### src/rtl/ctrl_pkg.sv
// Shared constants for the CHARIS multicycle controller: opcodes, state encoding,
// ALU function codes, immediate-extension selects and the opcode class record.
package ctrl_pkg;

  localparam logic [5:0] OpRtype = 6'b100000;
  localparam logic [5:0] OpLi    = 6'b111000;
  localparam logic [5:0] OpLui   = 6'b111001;
  localparam logic [5:0] OpAddi  = 6'b110000;
  localparam logic [5:0] OpAndi  = 6'b110010;
  localparam logic [5:0] OpOri   = 6'b110011;
  localparam logic [5:0] OpB     = 6'b111111;
  localparam logic [5:0] OpBeq   = 6'b000000;
  localparam logic [5:0] OpBne   = 6'b000001;
  localparam logic [5:0] OpLb    = 6'b000011;
  localparam logic [5:0] OpLw    = 6'b001111;
  localparam logic [5:0] OpSb    = 6'b000111;
  localparam logic [5:0] OpSw    = 6'b011111;

  localparam logic [3:0] StIf   = 4'd0;
  localparam logic [3:0] StDec  = 4'd1;
  localparam logic [3:0] StEx   = 4'd2;
  localparam logic [3:0] StWb   = 4'd3;
  localparam logic [3:0] StAddr = 4'd4;
  localparam logic [3:0] StMrd  = 4'd5;
  localparam logic [3:0] StWbm  = 4'd6;
  localparam logic [3:0] StMwr  = 4'd7;
  localparam logic [3:0] StCmp  = 4'd8;
  localparam logic [3:0] StBr   = 4'd9;

  localparam logic [3:0] AluAdd = 4'b0000;
  localparam logic [3:0] AluSub = 4'b0001;
  localparam logic [3:0] AluAnd = 4'b0010;
  localparam logic [3:0] AluOr  = 4'b0011;

  localparam logic [1:0] ImmSext   = 2'b00;
  localparam logic [1:0] ImmZext   = 2'b01;
  localparam logic [1:0] ImmHi16   = 2'b10;
  localparam logic [1:0] ImmSextX4 = 2'b11;

  typedef struct packed {
    logic is_rtype;
    logic is_imm;
    logic is_load;
    logic is_store;
    logic is_beq;
    logic is_bne;
    logic is_b;
    logic is_byte;
    logic illegal;
  } op_class_t;

  function automatic logic [1:0] imm_ext_sel(logic [5:0] op);
    case (op)
      OpAndi, OpOri:    return ImmZext;
      OpLui:            return ImmHi16;
      OpBeq, OpBne, OpB: return ImmSextX4;
      default:          return ImmSext;
    endcase
  endfunction

  function automatic logic [3:0] imm_alu_func(logic [5:0] op);
    case (op)
      OpAndi:  return AluAnd;
      OpOri:   return AluOr;
      default: return AluAdd;
    endcase
  endfunction

endpackage

### src/rtl/ctrl_decode.sv
// Combinational opcode classifier; anything not in the opcode table is flagged illegal.
module ctrl_decode
  import ctrl_pkg::*;
(
  input  logic [5:0] opcode_i,
  output op_class_t  cls_o
);

  always_comb begin
    cls_o = '0;
    unique case (opcode_i)
      OpRtype:                        cls_o.is_rtype = 1'b1;
      OpLi, OpLui, OpAddi, OpAndi, OpOri: cls_o.is_imm = 1'b1;
      OpLw:                           cls_o.is_load  = 1'b1;
      OpLb: begin
        cls_o.is_load = 1'b1;
        cls_o.is_byte = 1'b1;
      end
      OpSw:                           cls_o.is_store = 1'b1;
      OpSb: begin
        cls_o.is_store = 1'b1;
        cls_o.is_byte  = 1'b1;
      end
      OpBeq:                          cls_o.is_beq   = 1'b1;
      OpBne:                          cls_o.is_bne   = 1'b1;
      OpB:                            cls_o.is_b     = 1'b1;
      default:                        cls_o.illegal  = 1'b1;
    endcase
  end

endmodule

### src/rtl/multicycle_control_fsm.sv
// Multicycle controller for the CHARIS datapath: one instruction at a time through
// fetch, decode, execute/address/compare, memory and write-back.
module multicycle_control_fsm
  import ctrl_pkg::*;
#(
  parameter int unsigned DATA_W     = 32,
  parameter int unsigned ALU_FUNC_W = 4
) (
  input  logic                  Clk,
  input  logic                  Reset,
  input  logic [DATA_W-1:0]     Instr,
  input  logic                  ALU_zero,
  output logic                  IR_LdEn,
  output logic                  PC_LdEn,
  output logic                  PC_sel,
  output logic                  RF_WrEn,
  output logic                  RF_WrData_sel,
  output logic                  RF_B_sel,
  output logic [1:0]            ImmExt,
  output logic                  ALU_Bin_sel,
  output logic [ALU_FUNC_W-1:0] ALU_func,
  output logic                  MEM_WrEn,
  output logic                  ByteOp,
  output logic                  Instr_done
);

  logic [3:0] state_q, state_d;
  logic [5:0] opcode;
  op_class_t  cls;
  logic       unused_instr;

  assign opcode       = Instr[DATA_W-1 -: 6];
  assign unused_instr = ^Instr[DATA_W-7:ALU_FUNC_W];

  ctrl_decode u_decode (
    .opcode_i (opcode),
    .cls_o    (cls)
  );

  always_ff @(posedge Clk) begin
    if (Reset) begin
      state_q <= StIf;
    end else begin
      state_q <= state_d;
    end
  end

  always_comb begin
    state_d = StIf;
    case (state_q)
      StIf:  state_d = StDec;
      StDec: begin
        if (cls.is_rtype || cls.is_imm)        state_d = StEx;
        else if (cls.is_load || cls.is_store)  state_d = StAddr;
        else if (cls.is_beq || cls.is_bne)     state_d = StCmp;
        else if (cls.is_b)                     state_d = StBr;
        else                                   state_d = StIf;
      end
      StEx:   state_d = StWb;
      StAddr: state_d = cls.is_load ? StMrd : StMwr;
      StMrd:  state_d = StWbm;
      default: state_d = StIf;
    endcase
  end

  // Reset forces every output low, so an in-flight instruction cannot write anything.
  always_comb begin
    IR_LdEn       = 1'b0;
    PC_LdEn       = 1'b0;
    PC_sel        = 1'b0;
    RF_WrEn       = 1'b0;
    RF_WrData_sel = 1'b0;
    RF_B_sel      = 1'b0;
    ImmExt        = ImmSext;
    ALU_Bin_sel   = 1'b0;
    ALU_func      = ALU_FUNC_W'(AluAdd);
    MEM_WrEn      = 1'b0;
    ByteOp        = 1'b0;
    Instr_done    = 1'b0;
    if (!Reset) begin
      RF_B_sel = cls.is_store | cls.is_beq | cls.is_bne;
      case (state_q)
        StIf: IR_LdEn = 1'b1;
        StDec: begin
          ImmExt = imm_ext_sel(opcode);
          if (cls.illegal) begin
            PC_LdEn    = 1'b1;
            Instr_done = 1'b1;
          end
        end
        StEx, StWb: begin
          // ALU controls stay put through write-back so ALU_out is stable.
          ImmExt      = imm_ext_sel(opcode);
          ALU_Bin_sel = cls.is_imm;
          ALU_func    = cls.is_rtype ? Instr[ALU_FUNC_W-1:0]
                                     : ALU_FUNC_W'(imm_alu_func(opcode));
          if (state_q == StWb) begin
            RF_WrEn    = 1'b1;
            PC_LdEn    = 1'b1;
            Instr_done = 1'b1;
          end
        end
        StAddr, StMrd: begin
          ALU_Bin_sel = 1'b1;
          ByteOp      = cls.is_byte;
        end
        StWbm: begin
          ALU_Bin_sel   = 1'b1;
          ByteOp        = cls.is_byte;
          RF_WrEn       = 1'b1;
          RF_WrData_sel = 1'b1;
          PC_LdEn       = 1'b1;
          Instr_done    = 1'b1;
        end
        StMwr: begin
          ALU_Bin_sel = 1'b1;
          ByteOp      = cls.is_byte;
          MEM_WrEn    = 1'b1;
          PC_LdEn     = 1'b1;
          Instr_done  = 1'b1;
        end
        StCmp: begin
          ALU_func   = ALU_FUNC_W'(AluSub);
          ImmExt     = ImmSextX4;
          PC_LdEn    = 1'b1;
          PC_sel     = cls.is_beq ? ALU_zero : ~ALU_zero;
          Instr_done = 1'b1;
        end
        StBr: begin
          ImmExt     = ImmSextX4;
          PC_LdEn    = 1'b1;
          PC_sel     = 1'b1;
          Instr_done = 1'b1;
        end
        default: ;
      endcase
    end
  end

endmodule

### config.mk
export PLATFORM = sky130hd
export DESIGN_NAME = multicycle_control_fsm
export DESIGN_NICKNAME = d
export VERILOG_FILES = /design/src/rtl/ctrl_pkg.sv /design/src/rtl/ctrl_decode.sv /design/src/rtl/multicycle_control_fsm.sv
export SDC_FILE = /design/constraint.sdc
export NUM_CORES = 1
export LEC_CHECK = 0
export CORE_MARGIN = 5
export CORE_UTILIZATION = 35
export DETAILED_ROUTE_END_ITERATION = 6
export PLACE_DENSITY = 0.84
export RECOVER_POWER = 25
export SYNTH_ARGS = -nofsm -noshare
export SYNTH_HDL_FRONTEND = slang
export SYNTH_SLANG_ARGS = --single-unit
### constraint.sdc
create_clock -name Clk -period 3.25 [get_ports Clk]
set_clock_uncertainty 0.15 [all_clocks]
set_input_delay 0.65 -clock Clk [delete_from_list [all_inputs] [get_ports Clk]]
set_output_delay 0.65 -clock Clk [all_outputs]
set_load 0.02 [all_outputs]
Word-level counts from Yosys, hierarchy flattened
Index checks and enable logic that the tools add are counted.
{"block": "word_totals", "ff_bits": 4, "out_inout_bits": 16, "word_cells": 83}
{"block": "classes", "eq_ne": 21, "mux": 41, "n_bitwise": 3, "n_reduce_logical": 17}
{"op": "6-bit equality test, second input constant", "n": 7}
{"op": "1-bit 2-to-1 mux", "n": 24}
{"op": "4-bit 2-to-1 mux", "n": 6}
{"op": "4-bit one-hot mux with 5 select lines", "n": 1}
{"op": "4-bit by 3-bit equality test with 1-bit output, second input constant", "n": 4}
{"op": "13-bit OR reduction", "n": 1}
{"op": "2-bit OR reduction", "n": 6}
{"op": "4-bit by 2-bit equality test with 1-bit output, second input constant", "n": 2}
{"op": "4-bit equality test, second input constant", "n": 2}
{"op": "2-bit one-hot mux with 2 select lines", "n": 2}
{"op": "4-bit one-hot mux with 2 select lines", "n": 1}
{"op": "4-bit OR reduction", "n": 2}
{"op": "6-bit by 1-bit equality test with 1-bit output, second input constant", "n": 1}
{"op": "6-bit by 2-bit equality test with 1-bit output, second input constant", "n": 1}
{"op": "6-bit by 3-bit equality test with 1-bit output, second input constant", "n": 1}
{"op": "6-bit by 4-bit equality test with 1-bit output, second input constant", "n": 1}
{"op": "6-bit by 5-bit equality test with 1-bit output, second input constant", "n": 1}
{"op": "6-bit logical NOT", "n": 1}
{"op": "1-bit one-hot mux with 2 select lines", "n": 3}
{"op": "2-bit one-hot mux with 3 select lines", "n": 1}
{"op": "3-bit OR reduction", "n": 2}
{"op": "5-bit OR reduction", "n": 1}
{"op": "4-bit by 1-bit equality test with 1-bit output, second input constant", "n": 1}
{"op": "4-bit logical NOT", "n": 1}
{"op": "other kinds (5)", "n": 9}

Logic depth before layout (Yosys ltp)
{"block": "depth", "word_depth": 7, "depth_mapped": 6, "mapped_depth_nobuf": 4}

Modules after synthesis
Synthesis repeated with hierarchy kept, for this count alone.
{"block": "hier_totals", "cells_unflattened": 109, "hier_area_um2": 740.7}
{"module": "multicycle_control_fsm", "instances": 1, "cells_each": 80, "area_each_um2": 548.0, "seq_area_each_um2": 80.1}
{"module": "ctrl_decode", "instances": 1, "cells_each": 29, "area_each_um2": 192.7, "seq_area_each_um2": 0.0}

Worst setup path after synthesis
No wires, ideal clock.
{"block": "synth_timing", "path_type": "input port to output port", "start": "input Instr[28]", "end": "output PC_LdEn", "arrival_time_ps": 1921, "required_ps": 2450, "path_slack_ps": 529, "path_stages": 6, "cell_sequence": "buf_2 and2_1 or2_1 a211oi_1 o2bb2ai_1 buf_4"}
{"block": "synth_between", "elab_chain_len": 5, "elab_cells_between_ends": 17, "cone_classes": "12 x eq/ne; 3 x mux; 2 x reduce/logical"}
{"element": "start, declared", "line": "multicycle_control_fsm.sv:11", "source": "input logic [DATA_W-1:0] Instr,"}
{"element": "6-bit equality test (tied with other cells)", "line": "ctrl_decode.sv:11", "source": "unique case (opcode_i)"}
{"element": "13-bit OR reduction (no source line) *"}
{"element": "1-bit 2-to-1 mux *"}
{"element": "1-bit one-hot mux with 3 select lines *"}
{"element": "1-bit 2-to-1 mux *"}
{"element": "end, declared", "line": "multicycle_control_fsm.sv:14", "source": "output logic PC_LdEn,"}
Mark *: on every way between the ends. The rest lies on a longest branch, timed or not.

Final worst setup path
{"block": "layout_timing", "start": "input Instr[27]", "end": "output ALU_func[0]"}
{"block": "layout_between", "elab_chain_len": 5, "elab_cells_between_ends": 8, "cone_classes": "3 x eq/ne; 5 x mux"}
{"element": "6-bit equality test, on equally long branches", "line": "ctrl_pkg.sv:62, ctrl_decode.sv:11"}
{"element": "2-bit one-hot mux with 2 select lines / 1-bit 2-to-1 mux (equally long branches)", "line": "ctrl_pkg.sv:62, ctrl_decode.sv:11"}
{"element": "4-bit 2-to-1 mux *", "line": "multicycle_control_fsm.sv:95", "source": "ALU_func = cls.is_rtype ? Instr[ALU_FUNC_W-1:0]"}
{"element": "4-bit one-hot mux with 2 select lines *", "line": "multicycle_control_fsm.sv:82", "source": "case (state_q)"}
{"element": "4-bit 2-to-1 mux *", "line": "multicycle_control_fsm.sv:80", "source": "if (!Reset) begin"}
{"element": "end, declared", "line": "multicycle_control_fsm.sv:21", "source": "output logic [ALU_FUNC_W-1:0] ALU_func,"}
Marked as above.

==> run_results.csv <==
group,metric,value,unit
outcome,status,"complete, no violations",
cells_and_area,nets,175,
clock_tree,cts_tree,"done",
pwr,total_power,0.2171,mW
clock_tree,clkTransAtPathRegs,40,ps
worst_setup_path,required,2450,ps
worst_setup_path,crit_arrival,2340,ps
cells_and_area,reg.largest.list,"state_q (4)",
clock_tree,postCtsSetupBuffers,0,
min_path,hold_class,"flip-flop to flip-flop",
logic_synthesis,synth_top_cells_by_area,"dfxtp_1 (12%), nor2_1 (5.7%), a21oi_1 (5.3%)",
global_route,grt_max_degree,14,
min_path,hold_depth,2,
placed_design,numPortBuffers,28,
detailed_routing,drc,0,
placed_design,dp_slack,-176.7,ps
placed_design,place.gp.congestion,0.8462,
worst_setup_path,path_max_fanout,6,
detailed_routing,wl_per_cell,13.71,um
sta,layout_setup_ws,112.9,ps
floorplan,die_area,0.002843,sq mm
placed_design,dp_cells,160,
min_path,min_to,"state_q[2]",
clock_tree,cts_buffer_depth,2,
floorplan,rows,15,
pwr,peakVddDrop,0.1078,mV
logic_synthesis,synthTopCellsByCount,"nor2_1 (10), a21oi_1 (7), nand2_1 (5)",
sta,drv_slew,0,
cells_and_area,syn_to_final_growth,66.10,%
logic_synthesis,synth_cell_types,43,
cells_and_area,num_antenna_cells,0,
clock_tree,clk_latency,230,ps
floorplan,ioPinCount,51,
sta,timing.fmax,318.8,MHz
cells_and_area,largest-register,"state_q",
global_route,use_met2,30.82,%
worst_setup_path,reg2reg_depth,5,
detailed_routing,routed_wl,2234,um
pwr,leakage,0.4933,nW
logic_synthesis,synth_top_area_share,12.19,%
worst_setup_path,r2r_slack,1790,ps
logic_synthesis,synth-seq-cells,4,
cells_and_area,drive_above_1_share,23.91,%
detailed_routing,vias,887,
sta,relSlewSlack,70.11,%
worst_setup_path,r2r-start,"state_q[3]",
logic_synthesis,ys_seq_area_share,12.19,%
global_route,met3_usage,0.5634,%
global_route,grt_overflow_total,0,
logic_synthesis,synth_cells,93,
sta,worstMarginPinSlew,447.8,ps
sta,layout_min_cycle_time,3137,ps
floorplan,die_w,53.32,um
flow_run,maxCapViolCount,0,
placed_design,hpwl,1817,um
clock_tree,cts-root-buf,"clkbuf_4",
min_path,min_from,"state_q[0]",
detailed_routing,drt_iter0_markers,26,
clock_tree,ctsHtreeMaxLevel,1,
global_route,use_met1,21.23,%
logic_synthesis,syn-num-nets,128,
global_route,antenna_found_initial,0,
detailed_routing,antenna_left,0,
logic_synthesis,synth_flop_cell,"dfxtp_1",
logic_synthesis,avgSynthCellArea,7.063,sq um
logic_synthesis,yosys_warnings,0,
logic_synthesis,syn_area,656.9,sq um
logic_synthesis,synth_edf_count,0,
worst_setup_path,crit_path_start_kind,"primary input",
clock_tree,cts.sinks,4,
global_route,track_usage,17.57,%
logic_synthesis,yosys.area.top_type,"dfxtp_1",
worst_setup_path,r2r_end,"state_q[1]",
pwr,cellPowerDensity,198.9,mW/mm^2
worst_setup_path,path_class,"primary input to output pin",
detailed_routing,viasPerCell,5.442,
logic_synthesis,synthMostInstantiatedCell,"nor2_1",
floorplan,fp.dieH,53.32,um
detailed_routing,first_pass_iters,4,
floorplan,coreArea,0.001764,sq mm
cells_and_area,largest_reg_flops,4,
logic_synthesis,synthArstFlopShare,0,%
global_route,busiest_layer,"met2",
sta,rsz0062_at_grt,"no",
sta,finalSetupViolCount,0,
cells_and_area,final_cells,163,
sta,hold_ws,516.2,ps
floorplan,start_util,37.23,%
global_route,grt_pass1_wl,3753,um
sta,period_share,96.52,%
sta,hold_viol,0,
worst_setup_path,end_kind,"output pin",
clock_tree,cts_buffers,3,
global_route,grt_pass1_vias,862,
stage by stage:
| step | cell area, sq um | setup TNS (ps) | util [%] |
|---|---|---|---|
| 6_report | 1091 | 0 | 61.84 |
| 4_1_cts | 1086 | 0 | 61.56 |
| 2_1_floorplan | 656.9 | 0 | - |
| 5_1_grt | 1091 | 0 | 61.84 |
| 3_5_place_dp | 1079 | -1473 | 61.13 |
| 3_3_place_gp | 1079 | -1189 | 61.13 |
critical path, cell delays in order:
cell and delay (ps):
clkdlybuf4s50_1 590, and2_1 230, a22o_1 160, nand4b_1 90, a211oi_1 240, dlygate4sd2_1 370
what timing repair did:
action / 4_1_cts / 5_1_grt
setup endpoints to repair: 12 / 1
hold buffers: 0 / 0
gates resized for setup: 12 / 1
power breakdown:
| group | total [mW] | switching [mW] | internal (mW) |
|---|---|---|---|
| combinational | 0.0981 | 0.0456 | 0.0526 |
| clock | 0.0616 | 0.0203 | 0.0413 |
| sequential | 0.0573 | 0.00595 | 0.0514 |
| total | 0.217 | 0.0718 | 0.145 |
final cells by class:
class	count	area, sq um
clock buffer	3	22.52
inverter	2	7.507
timing repair buffer	52	445.4
tap	25	31.28
sequential	4	80.08
fill	178	673.1
multi-input combinational	77	504.2
layer usage:
layer | vias to the layer above | wire length [um]
met5 | - | 0
met4 | 0 | 25
met3 | 5 | 148
met2 | 44 | 1193
met1 | 410 | 867
li1 | 428 | -
cell families after synthesis:
group	share of synthesized area [%]
AOI/OAI and AO/OA	26.86
xor gates and xnor gates	4.001
and+or+nand+nor	45.14
DFF	12.19
buffers and inverters	11.81
placed cells by master (no fill, tap or decap), types with 2 or more instances in the layout:
cell type,count
clkdlybuf4s50_1,16
nand2b_1,2
nand2_1,5
nor2b_1,4
a31oi_1,2
clkbuf_4,3
nand3_1,3
nor2_1,10
nor3_1,2
a211oi_1,3
nor3b_1,2
inv_1,2
o21a_1,2
dlygate4sd2_1,12
xor2_1,3
buf_4,24
dfxtp_1,4
and2_1,4
a21oi_1,7
and3_1,3
o21ai_1,2
nor3_2,2
o21ai_0,2
how the worst max path moves through the flow:
stage               from          end  slack [ps]  depth (start not counted)
4_1_cts        Instr[27]  ALU_func[0]         110                          6
6_report       Instr[27]  ALU_func[0]         110                          6
3_3_place_gp   Instr[27]  ALU_func[0]        -180                          6
5_1_grt        Instr[30]    ImmExt[0]           7                          7
2_1_floorplan  Instr[28]      PC_LdEn         530                          6
3_5_place_dp   Instr[27]   Instr_done        -180                          6
Power figures use the tool's default switching activity.
